File: src/rtl/bch_p32_t8_pkg.sv
// Shared constants, state encoding and beat helpers for the BCH error corrector.
// Sigma k of a beat lives in bits [k*GF_M-1:(k-1)*GF_M] of the flat Chien bus.
package bch_p32_t8_pkg;

    localparam int GF_M   = 13;
    localparam int BCH_T  = 8;
    localparam int BCH_P  = 8;
    localparam int POP_W  = $clog2(BCH_P + 1);
    localparam int CNT_W  = 5;

    typedef enum logic {
        ST_IDLE = 1'b0,
        ST_RUN  = 1'b1
    } bch_state_t;

    // Element k holds sigma(k+1), i.e. the evaluation for data bit k.
    typedef logic [BCH_P-1:0][GF_M-1:0] sigma_beat_t;

    function automatic sigma_beat_t unpack_sigma(input logic [BCH_P*GF_M-1:0] flat);
        sigma_beat_t s;
        for (int k = 0; k < BCH_P; k++) begin
            s[k] = flat[k*GF_M +: GF_M];
        end
        return s;
    endfunction

    function automatic logic [POP_W-1:0] popcount_p(input logic [BCH_P-1:0] v);
        logic [POP_W-1:0] c;
        c = '0;
        for (int i = 0; i < BCH_P; i++) begin
            c = c + POP_W'(v[i]);
        end
        return c;
    endfunction

endpackage

File: src/rtl/bch_align_fifo.sv
// Small synchronous FIFO that lets received data run ahead of its sigma beat.
// A push while full is accepted only when a pop frees the slot on the same edge.
module bch_align_fifo #(
    parameter int W     = 8,
    parameter int DEPTH = 4
) (
    input  logic         clk,
    input  logic         rst_n,
    input  logic         i_push,
    input  logic [W-1:0] i_din,
    input  logic         i_pop,
    output logic [W-1:0] o_dout,
    output logic         o_full,
    output logic         o_empty
);

    localparam int AW = (DEPTH > 1) ? $clog2(DEPTH) : 1;

    logic [W-1:0] r_mem [DEPTH];
    logic [AW:0]  r_wr_ptr;
    logic [AW:0]  r_rd_ptr;
    logic         w_do_push;
    logic         w_do_pop;

    // Extra pointer bit distinguishes full from empty when the indices match.
    assign o_empty   = (r_wr_ptr == r_rd_ptr);
    assign o_full    = (r_wr_ptr[AW] != r_rd_ptr[AW]) &&
                       (r_wr_ptr[AW-1:0] == r_rd_ptr[AW-1:0]);
    assign w_do_pop  = i_pop && !o_empty;
    assign w_do_push = i_push && (!o_full || w_do_pop);
    assign o_dout    = r_mem[r_rd_ptr[AW-1:0]];

    always_ff @(posedge clk) begin
        if (w_do_push) begin
            r_mem[r_wr_ptr[AW-1:0]] <= i_din;
        end
    end

    always_ff @(posedge clk or negedge rst_n) begin
        if (!rst_n) begin
            r_wr_ptr <= '0;
            r_rd_ptr <= '0;
        end else begin
            if (w_do_push) begin
                r_wr_ptr <= r_wr_ptr + 1'b1;
            end
            if (w_do_pop) begin
                r_rd_ptr <= r_rd_ptr + 1'b1;
            end
        end
    end

endmodule

File: src/rtl/bch_error_corrector_p8_t8.sv
// Final BCH correction stage: flips data bits whose Chien evaluation is zero,
// counts corrections per codeword and flags codewords it cannot trust.
module bch_error_corrector_p8_t8
    import bch_p32_t8_pkg::*;
#(
    parameter int M          = GF_M,
    parameter int P          = BCH_P,
    parameter int T          = BCH_T,
    parameter int N_BEATS    = 1024,
    parameter int FIFO_DEPTH = 4
) (
    input  logic           clk,
    input  logic           reset,
    input  logic           start,
    input  logic [3:0]     deg_lambda,
    input  logic [P-1:0]   data_in,
    input  logic           data_valid,
    output logic           data_ready,
    input  logic [P*M-1:0] sigma_in,
    input  logic           sigma_valid,
    output logic [P-1:0]   data_out,
    output logic [P-1:0]   err_mask,
    output logic           out_valid,
    output logic           done,
    output logic [4:0]     err_count,
    output logic           uncorrectable,
    output logic           align_err,
    output bch_state_t     dbg_state
);

    localparam int BW = (N_BEATS > 1) ? $clog2(N_BEATS) : 1;

    // Handshakes: data_in is taken on any edge with data_valid && data_ready
    // (plus the full-and-popping case); sigma_valid has no ready and a beat is
    // consumed only in RUN when a data beat is already buffered.

    bch_state_t       r_state;
    logic [3:0]       r_deg;
    logic [BW-1:0]    r_beat_cnt;
    logic [P-1:0]     r_data_out;
    logic [P-1:0]     r_err_mask;
    logic             r_out_valid;
    logic             r_done;
    logic [CNT_W-1:0] r_err_count;
    logic             r_uncorr;
    logic             r_align_err;

    logic [P-1:0]     w_head;
    logic             w_full;
    logic             w_empty;
    logic             w_consume;
    logic             w_underrun;
    logic             w_overflow;
    sigma_beat_t      w_sigma;
    logic [P-1:0]     w_mask;
    logic [POP_W-1:0] w_pop;
    logic [CNT_W:0]   w_cnt_sum;
    logic [CNT_W-1:0] w_cnt_next;
    logic             w_last;

    assign w_consume  = (r_state == ST_RUN) && sigma_valid && !w_empty;
    assign w_underrun = (r_state == ST_RUN) && sigma_valid && w_empty;
    assign w_overflow = data_valid && w_full && !w_consume;

    bch_align_fifo #(
        .W     (P),
        .DEPTH (FIFO_DEPTH)
    ) u_fifo (
        .clk     (clk),
        .rst_n   (reset),
        .i_push  (data_valid),
        .i_din   (data_in),
        .i_pop   (w_consume),
        .o_dout  (w_head),
        .o_full  (w_full),
        .o_empty (w_empty)
    );

    always_comb begin
        w_sigma = unpack_sigma(sigma_in);
        w_mask  = '0;
        for (int i = 0; i < P; i++) begin
            w_mask[i] = (w_sigma[i] == '0);
        end
    end

    assign w_pop      = popcount_p(w_mask);
    assign w_cnt_sum  = {1'b0, r_err_count} + {{(CNT_W + 1 - POP_W){1'b0}}, w_pop};
    assign w_cnt_next = (w_cnt_sum > (CNT_W + 1)'(31)) ? CNT_W'(31) : w_cnt_sum[CNT_W-1:0];
    assign w_last     = (r_beat_cnt == BW'(N_BEATS - 1));

    always_ff @(posedge clk or negedge reset) begin
        if (!reset) begin
            r_state     <= ST_IDLE;
            r_deg       <= '0;
            r_beat_cnt  <= '0;
            r_data_out  <= '0;
            r_err_mask  <= '0;
            r_out_valid <= 1'b0;
            r_done      <= 1'b0;
            r_err_count <= '0;
            r_uncorr    <= 1'b0;
            r_align_err <= 1'b0;
        end else begin
            r_out_valid <= 1'b0;
            r_done      <= 1'b0;
            if (w_underrun || w_overflow) begin
                r_align_err <= 1'b1;
            end
            case (r_state)
                ST_IDLE: begin
                    if (start) begin
                        r_state     <= ST_RUN;
                        r_deg       <= deg_lambda;
                        r_beat_cnt  <= '0;
                        r_err_count <= '0;
                        r_uncorr    <= 1'b0;
                    end
                end
                ST_RUN: begin
                    if (w_consume) begin
                        r_data_out  <= w_head ^ w_mask;
                        r_err_mask  <= w_mask;
                        r_out_valid <= 1'b1;
                        r_err_count <= w_cnt_next;
                        if (w_last) begin
                            // Verdict uses the count including this final beat.
                            r_done     <= 1'b1;
                            r_uncorr   <= (w_cnt_next != {1'b0, r_deg}) ||
                                          (w_cnt_next > CNT_W'(T));
                            r_state    <= ST_IDLE;
                            r_beat_cnt <= '0;
                        end else begin
                            r_beat_cnt <= r_beat_cnt + 1'b1;
                        end
                    end
                end
                default: r_state <= ST_IDLE;
            endcase
        end
    end

    assign data_ready    = !w_full;
    assign data_out      = r_data_out;
    assign err_mask      = r_err_mask;
    assign out_valid     = r_out_valid;
    assign done          = r_done;
    assign err_count     = r_err_count;
    assign uncorrectable = r_uncorr;
    assign align_err     = r_align_err;
    assign dbg_state     = r_state;

endmodule

File: config.mk
export PLATFORM = sky130hd
export DESIGN_NAME = bch_error_corrector_p8_t8
export DESIGN_NICKNAME = d
export VERILOG_FILES = /design/src/rtl/bch_p32_t8_pkg.sv /design/src/rtl/bch_align_fifo.sv /design/src/rtl/bch_error_corrector_p8_t8.sv
export SDC_FILE = /design/constraint.sdc
export NUM_CORES = 1
export LEC_CHECK = 0
export ABC_AREA = 1
export BUFFER_PORTS_ARGS = -buffer_cell sky130_fd_sc_hd__buf_2
export CAP_MARGIN = 20
export CORE_MARGIN = 2
export CORE_UTILIZATION = 50
export DETAILED_ROUTE_END_ITERATION = 12
export GPL_ROUTABILITY_DRIVEN = 0
export PLACE_DENSITY = 0.8
export SLEW_MARGIN = 20
export SYNTH_ARGS = -nofsm -noshare
export SYNTH_HDL_FRONTEND = slang
export SYNTH_HIERARCHICAL = 1
export SYNTH_SLANG_ARGS = --single-unit
File: constraint.sdc
create_clock -name clk -period 4.55 [get_ports clk]
set_input_delay 0 -clock clk [delete_from_list [all_inputs] [get_ports clk]]
set_output_delay 0 -clock clk [all_outputs]
set_load 0.01 [all_outputs]
======== After elaboration in Yosys (flattened, before gate mapping) ========
Memory sizes are Yosys's and may differ from the RTL's.
Index checks and enable logic that the tools add are counted.
operators by class
  mux-type cells .......................... 23
  bitwise operators ....................... 2
  reductions and logical operators ........ 26
  $add $sub $neg .......................... 11
  order comparisons ....................... 2
  equal/unequal tests ..................... 8
operators with widths
  cell                     count
  $logic_not A13 Y1        8
  $mux W10                 3
  $pmux W10 S2             1
  $add A4 B1 Y4            4
  $mux W5                  3
  $mux W1                  13
  $add A10 B1 Y10 const B  1
  $eq A10 B10 Y1 const B   1
  $pmux W5 S2              1
  $logic_and A1 B1 Y1      8
  $xor A8 B8 Y8            1
  $add A3 B1 Y3 const B    2
  $add A5 B4 Y6            1
  $gt A6 B5 Y1 const B     1
  $reduce_and A2 Y1        3
  $gt A5 B4 Y1 const B     1
  $ne A5 B4 Y1             1
  $add A3 B1 Y4            1
  $ne A2 B1 Y1 const B     2
  $pmux W1 S2              2
  $add A2 B1 Y3            1
  $eq A3 B3 Y1             1
  $logic_not A1 Y1         3
  $logic_or A1 B1 Y1       3
  6 further kinds          6
word-level totals
  RAM bits ................................ 32
  word-level logic and storage cells ...... 85
  input bits .............................. 121
  register bits after elaboration ......... 46
  memories ................................ 1
  output and inout bits ................... 27
memory list
  name          depth  width  rd ports  clocked after Yosys merged registers in  wr ports  line                  text
  u_fifo.r_mem  4      8      1         0                                        1         bch_align_fifo.sv:19  logic [W-1:0] r_mem [DEPTH];

======== Logic depth before layout (Yosys ltp) ========
  depth after elaboration ................. 16
  gate-level depth with buffers ........... 21
  gate-level depth less buffers ........... 21

======== Modules after synthesis ========
The synthesis kept the hierarchy.
by module, submodules not included
  module                     area an instance (µm²)  cells an instance  sequential area each (µm²)  instances
  bch_error_corrector_p8_t8  2,524.9                 327                1,001.0                     1
  bch_align_fifo             1,661.6                 137                1,111.1                     1

======== Worst setup path after synthesis ========
Ideal clock, no wire load.
  path kind ............................... input to register
  start point ............................. in sigma_in[11]
  end point ............................... reg r_uncorr, in the netlist uncorrectable
  setup slack ............................. 0.874 ns
  setup time .............................. 0.120 ns
  required time ........................... 4.430 ns
  path buffers ............................ 0
  stages .................................. 18
  arrival ................................. 3.556 ns
  cells stage by stage .................... or2_2 nor4_4 fa_1 inv_1 fa_1 fa_1 fa_1 fa_1 o21ai_1 nand2_1 nand2_1 nand2_1 nor2_1 nand2_1 nor2_1 nand3_1 nand2_1 nand2_1
on the way
  cells in the longest elaborated chain, start to end .. 16
  elaborated cells between the ends (all ways) .. 17
  those cells by class .................... add/sub: 8; order compare: 2; eq/ne: 1; mux: 4; reduce/logical: 2
ends and longest elaborated chain
  item                                          line                                                                text
  start, declared                               bch_error_corrector_p8_t8.sv:19                                     input logic [P*M-1:0] sigma_in,
  $logic_not A13 Y1 *                           bch_error_corrector_p8_t8.sv:83                                     w_mask[i] = (w_sigma[i] == '0);
  named net w_mask[0]                           bch_error_corrector_p8_t8.sv:55                                     logic [P-1:0] w_mask;
  $add A1 B1 Y2 *                               bch_p32_t8_pkg.sv:31                                                c = c + POP_W'(v[i]);
  $add A2 B1 Y3 *                               bch_p32_t8_pkg.sv:31
  $add A3 B1 Y4 *                               bch_p32_t8_pkg.sv:31
  $add A4 B1 Y4 * (4 in a row)                  bch_p32_t8_pkg.sv:31
  $add A5 B4 Y6 *                               bch_error_corrector_p8_t8.sv:88                                     assign w_cnt_sum = {1'b0, r_err_count} + {{(CNT_W + 1 - POP_W){1'b0}}, w_pop};
  $gt A6 B5 Y1                                  bch_error_corrector_p8_t8.sv:89                                     assign w_cnt_next = (w_cnt_sum > (CNT_W + 1)'(31)) ? CNT_W'(31) : w_cnt_sum[CNT_W-1:0];
  $mux W5 *                                     bch_error_corrector_p8_t8.sv:89
  $gt A5 B4 Y1 or $ne A5 B4 Y1 (tied branches)  bch_error_corrector_p8_t8.sv:130, bch_error_corrector_p8_t8.sv:129
  $logic_or A1 B1 Y1 *                          bch_error_corrector_p8_t8.sv:129                                    r_uncorr <= (w_cnt_next != {1'b0, r_deg}) ||
  $mux W1 *                                     bch_error_corrector_p8_t8.sv:126                                    if (w_last) begin
  $mux W1 *                                     bch_error_corrector_p8_t8.sv:121                                    if (w_consume) begin
  $pmux W1 S2 *                                 bch_error_corrector_p8_t8.sv:110                                    case (r_state)
  end signal, assigned                          bch_error_corrector_p8_t8.sv:129
  end, declared                                 bch_error_corrector_p8_t8.sv:45                                     logic r_uncorr;
The timed path passes the listed nets; every way through them passes the cells marked *. The select of a mux whose other input is x is not followed.
A chain may end at the register's enable or synchronous reset.

======== Worst setup path in the final report ========
  start point ............................. in sigma_in[12]
  end point ............................... reg r_uncorr, in the netlist uncorrectable
The elaborated chain is that of the path after synthesis.

==> out/metrics.cfg <==
[power_and_ir_drop]
powerDensity_nw_per_um2=447
p_leak_nw=2.68
ir_drop_uv=297

[timing]
slew_viol_final=0
setup_tns_ns=0
max-slew-margin-rel_pct=45.4
max_freq_mhz=251
fin_crit_ns=3.98
grt_setup_unrepaired=no
tightest_slew_ns=0.816
skew_ns=0.00809
layout_worst_path_cycle_share_pct=87.5
finalSetupViolCount=0
hold_viol_final=0

[clocking]
ctsResizeCount=0
clk_pin_slew_ns=0.09
clkLatencyLatePin_ns=0.36
cts_buffers=9
cts-htree-levels=3
root_buffer=clkbuf_8
cts_sinks=78
cts.path.max_buffers=2
hold_buffers=36
cts_tree=done
post-cts-setup-buffer-count=0

[hold_path]
min_path_cells=5
holdPathEnd=r_deg[2]$_DFFE_PN0P_
hp-class=input port to flop
hold_start=start

[floorplan]
io-pin-count=148
start_util_pct=51.2
rows=33
die_x_um=95.5
die-area_um2=9120
fp.coreArea_um2=8180
die_h_um=95.5

[logic_synthesis]
ys_seq_area_share_pct=50.4
synthArstFlopShare_pct=59.0
synth_edf_count=32
ys_seq_elements=78
ys_types=39
syn_area_per_cell_um2=9.02
yosysWarningCount=6
ys.flop_type=dfrtp_1
synthCells=464
netlist_area_um2=4190
synth_fp_nets=602

[cells_and_area]
area_growth_pct=33.8
nNetsFinal=788
num_antenna_cells=0
drive_gt1_share_pct=30.2
postLayoutCellArea_um2=5600
nFillCells=647

[detailed_routing]
vias=3921
vias_per_cell=5.16
dr.pass1.iters=5
drt-initial-drc-count=223
drc_errors=0
final_antenna_net_count=0
wire_per_inst_um=14.1
wirelength_mm=10.7

[setup_path]
crit_chain=dlygate4sd3_1 -> buf_2 -> nor4_4 -> fa_1 -> inv_1 -> fa_1 -> fa_1 -> fa_1 -> fa_1 -> o21ai_1 -> nand2_1 -> nand2_1 -> nand2_1 -> nor2_1 -> nand2_1 -> nor2_1 -> nand3_1 -> nand2_1 -> nand2_1
cp_common_cell=nand2_1
required_ns=4.79
timing.rr.end=uncorrectable$_DFFE_PN0P_
cp-end-kind=flop
slowest_delay_ns=0.54
r2r_cells=16
crit_type=input port to flop
cp_max_fo=4
crit_arrival_ns=4.23
cp-start-kind=input port
r2r-start=err_count[0]$_DFFE_PN0P_
crit_start=sigma_in[12]
slowest_stage=dlygate4sd3_1
r2r_slack_ns=0.73

[placed_design]
portBuffers=147
dpl-instance-area_um2=5010
dp_hpwl_mm=7.60

[flow_run]
drv_cap=0

[global_route]
gr-usage-all-layers_pct=24.8
grt_antenna_before_repair=0
grt_max_degree=47
grt_pass1_wl_mm=17.3
grt-ovfl-total=0
grt_pass1_vias=3783

[outcome]
status=complete, no violations

==> Yosys cell counts (2+ instances only) <==
library cell	count	area, um^2
nand2_1	104	390
nor2_1	63	236
dfrtp_1	46	1150
inv_1	40	150
o21ai_0	33	165
edfxtp_1	32	961
nand3_1	24	120
ha_1	12	150
nor4_1	12	75.1
or2_2	11	68.8
o22ai_1	9	56.3
a21oi_1	6	30.0
a31oi_1	6	37.5
nand3b_1	6	45.0
or2_1	6	37.5
fa_1	5	100
nor3_1	5	25.0
buf_2	4	20.0
nand4_1	4	25.0
nor2_4	4	45.0
xor2_1	4	35.0
nand2_4	3	33.8
nor2_2	3	18.8
a22o_1	2	17.5
clkbuf_1	2	7.51
inv_4	2	12.5
nand2_2	2	12.5
nand3_2	2	20.0
nor4_4	2	42.5
==> area by class of cell <==
cell class / instances / area, um^2 / share of cell area [%]
clock buffers: 9 / 124 / 2.21
clock inverters: 7 / 103 / 1.83
inverters: 43 / 166 / 2.97
multi-input cells: 334 / 1860 / 33.2
flip-flops and latches: 78 / 2110 / 37.7
well taps: 105 / 131 / 2.34
repair buffers: 184 / 1110 / 19.7
==> cells in the final DEF, fill, tap and decap left out, drive strengths merged <==
cell type | synthesis | routed
a21oi | 6 | 6
a22o | 2 | 2
a31oi | 6 | 6
buf | 6 | 148
bufinv | 0 | 2
clkbuf | 3 | 9
clkinv | 0 | 1
dfrtp | 46 | 46
dlygate4sd3 | 0 | 36
edfxtp | 32 | 32
fa | 5 | 5
ha | 12 | 12
inv | 43 | 47
nand2 | 109 | 109
nand3 | 26 | 26
nand3b | 6 | 6
nand4 | 5 | 5
nor2 | 70 | 70
nor3 | 6 | 6
nor3b | 1 | 1
nor4 | 14 | 14
o211ai | 1 | 1
o21ai | 34 | 34
o22ai | 9 | 9
or2 | 17 | 17
xnor2 | 1 | 1
xor2 | 4 | 4
==> critical path, delay by kind of cell <==
kind,cells,cell delay [ns]
adder cells (fa/ha/maj),5,2.22
AND/OR/NAND/NOR,10,1.03
buffers and inverters,3,0.76
AO/OA/AOI/OAI,1,0.19
==> routing by layer <==
layer / routed length, um / vias to the layer above / track usage (%) / share of wire [%]
met5: 0 / - / 0 / 0
met4: 206 / 0 / 9.05 / 1.9
met3: 769 / 21 / 5.14 / 7.2
met2: 5550 / 161 / 44.4 / 52
met1: 4210 / 1814 / 29.5 / 39
li1: - / 1925 / - / -
==> sequential cells by signal, summed over array words and instances (netlist names) <==
register	cells
align_err	1
data_out	8
dbg_state	1
done	1
err_count	5
err_mask	8
out_valid	1
r_beat_cnt	10
r_deg	4
u_fifo/r_mem	32
u_fifo/r_rd_ptr	3
u_fifo/r_wr_ptr	3
uncorrectable	1
==> where the power goes <==
part / internal, W / switching, W / total, W
sequential: 0.000900 / 0.000135 / 0.00103
clock: 0.000318 / 0.000276 / 0.000594
combinational: 0.000338 / 0.000537 / 0.000875
==> cells by family after synthesis <==
kind of cell | count (synthesis) | share of synthesized area, %
AO/OA/AOI/OAI | 58 | 7.62
XOR/XNOR | 5 | 1.23
adder cells (fa/ha/maj) | 17 | 5.98
buffers and inverters | 52 | 5.11
flip-flops | 78 | 50.4
AND/OR/NAND/NOR | 254 | 29.6
==> through the flow <==
| stage | utilization (%) | hold WS, ns | setup slack, ns | power, W | cells |
|---|---|---|---|---|---|
| floorplan | - | -0.296 | 0.874 | 0.00163 | 464 |
| global placement | 61.3 | 0.203 | 0.609 | 0.00187 | 708 |
| detailed placement | 61.3 | 0.212 | 0.540 | 0.00191 | 708 |
| CTS | 68.5 | 0.00544 | 0.605 | 0.00252 | 760 |
| global route | 68.5 | 0.0392 | 0.309 | 0.00267 | 760 |
| finish | 68.5 | 0.0206 | 0.567 | 0.00250 | 760 |
==> worst max path at each step <==
stage                                     end
floorplan           uncorrectable$_DFFE_PN0P_
global placement    uncorrectable$_DFFE_PN0P_
detailed placement  uncorrectable$_DFFE_PN0P_
CTS                 uncorrectable$_DFFE_PN0P_
global route        uncorrectable$_DFFE_PN0P_
finish              uncorrectable$_DFFE_PN0P_
(Power assumes the default switching activity.)
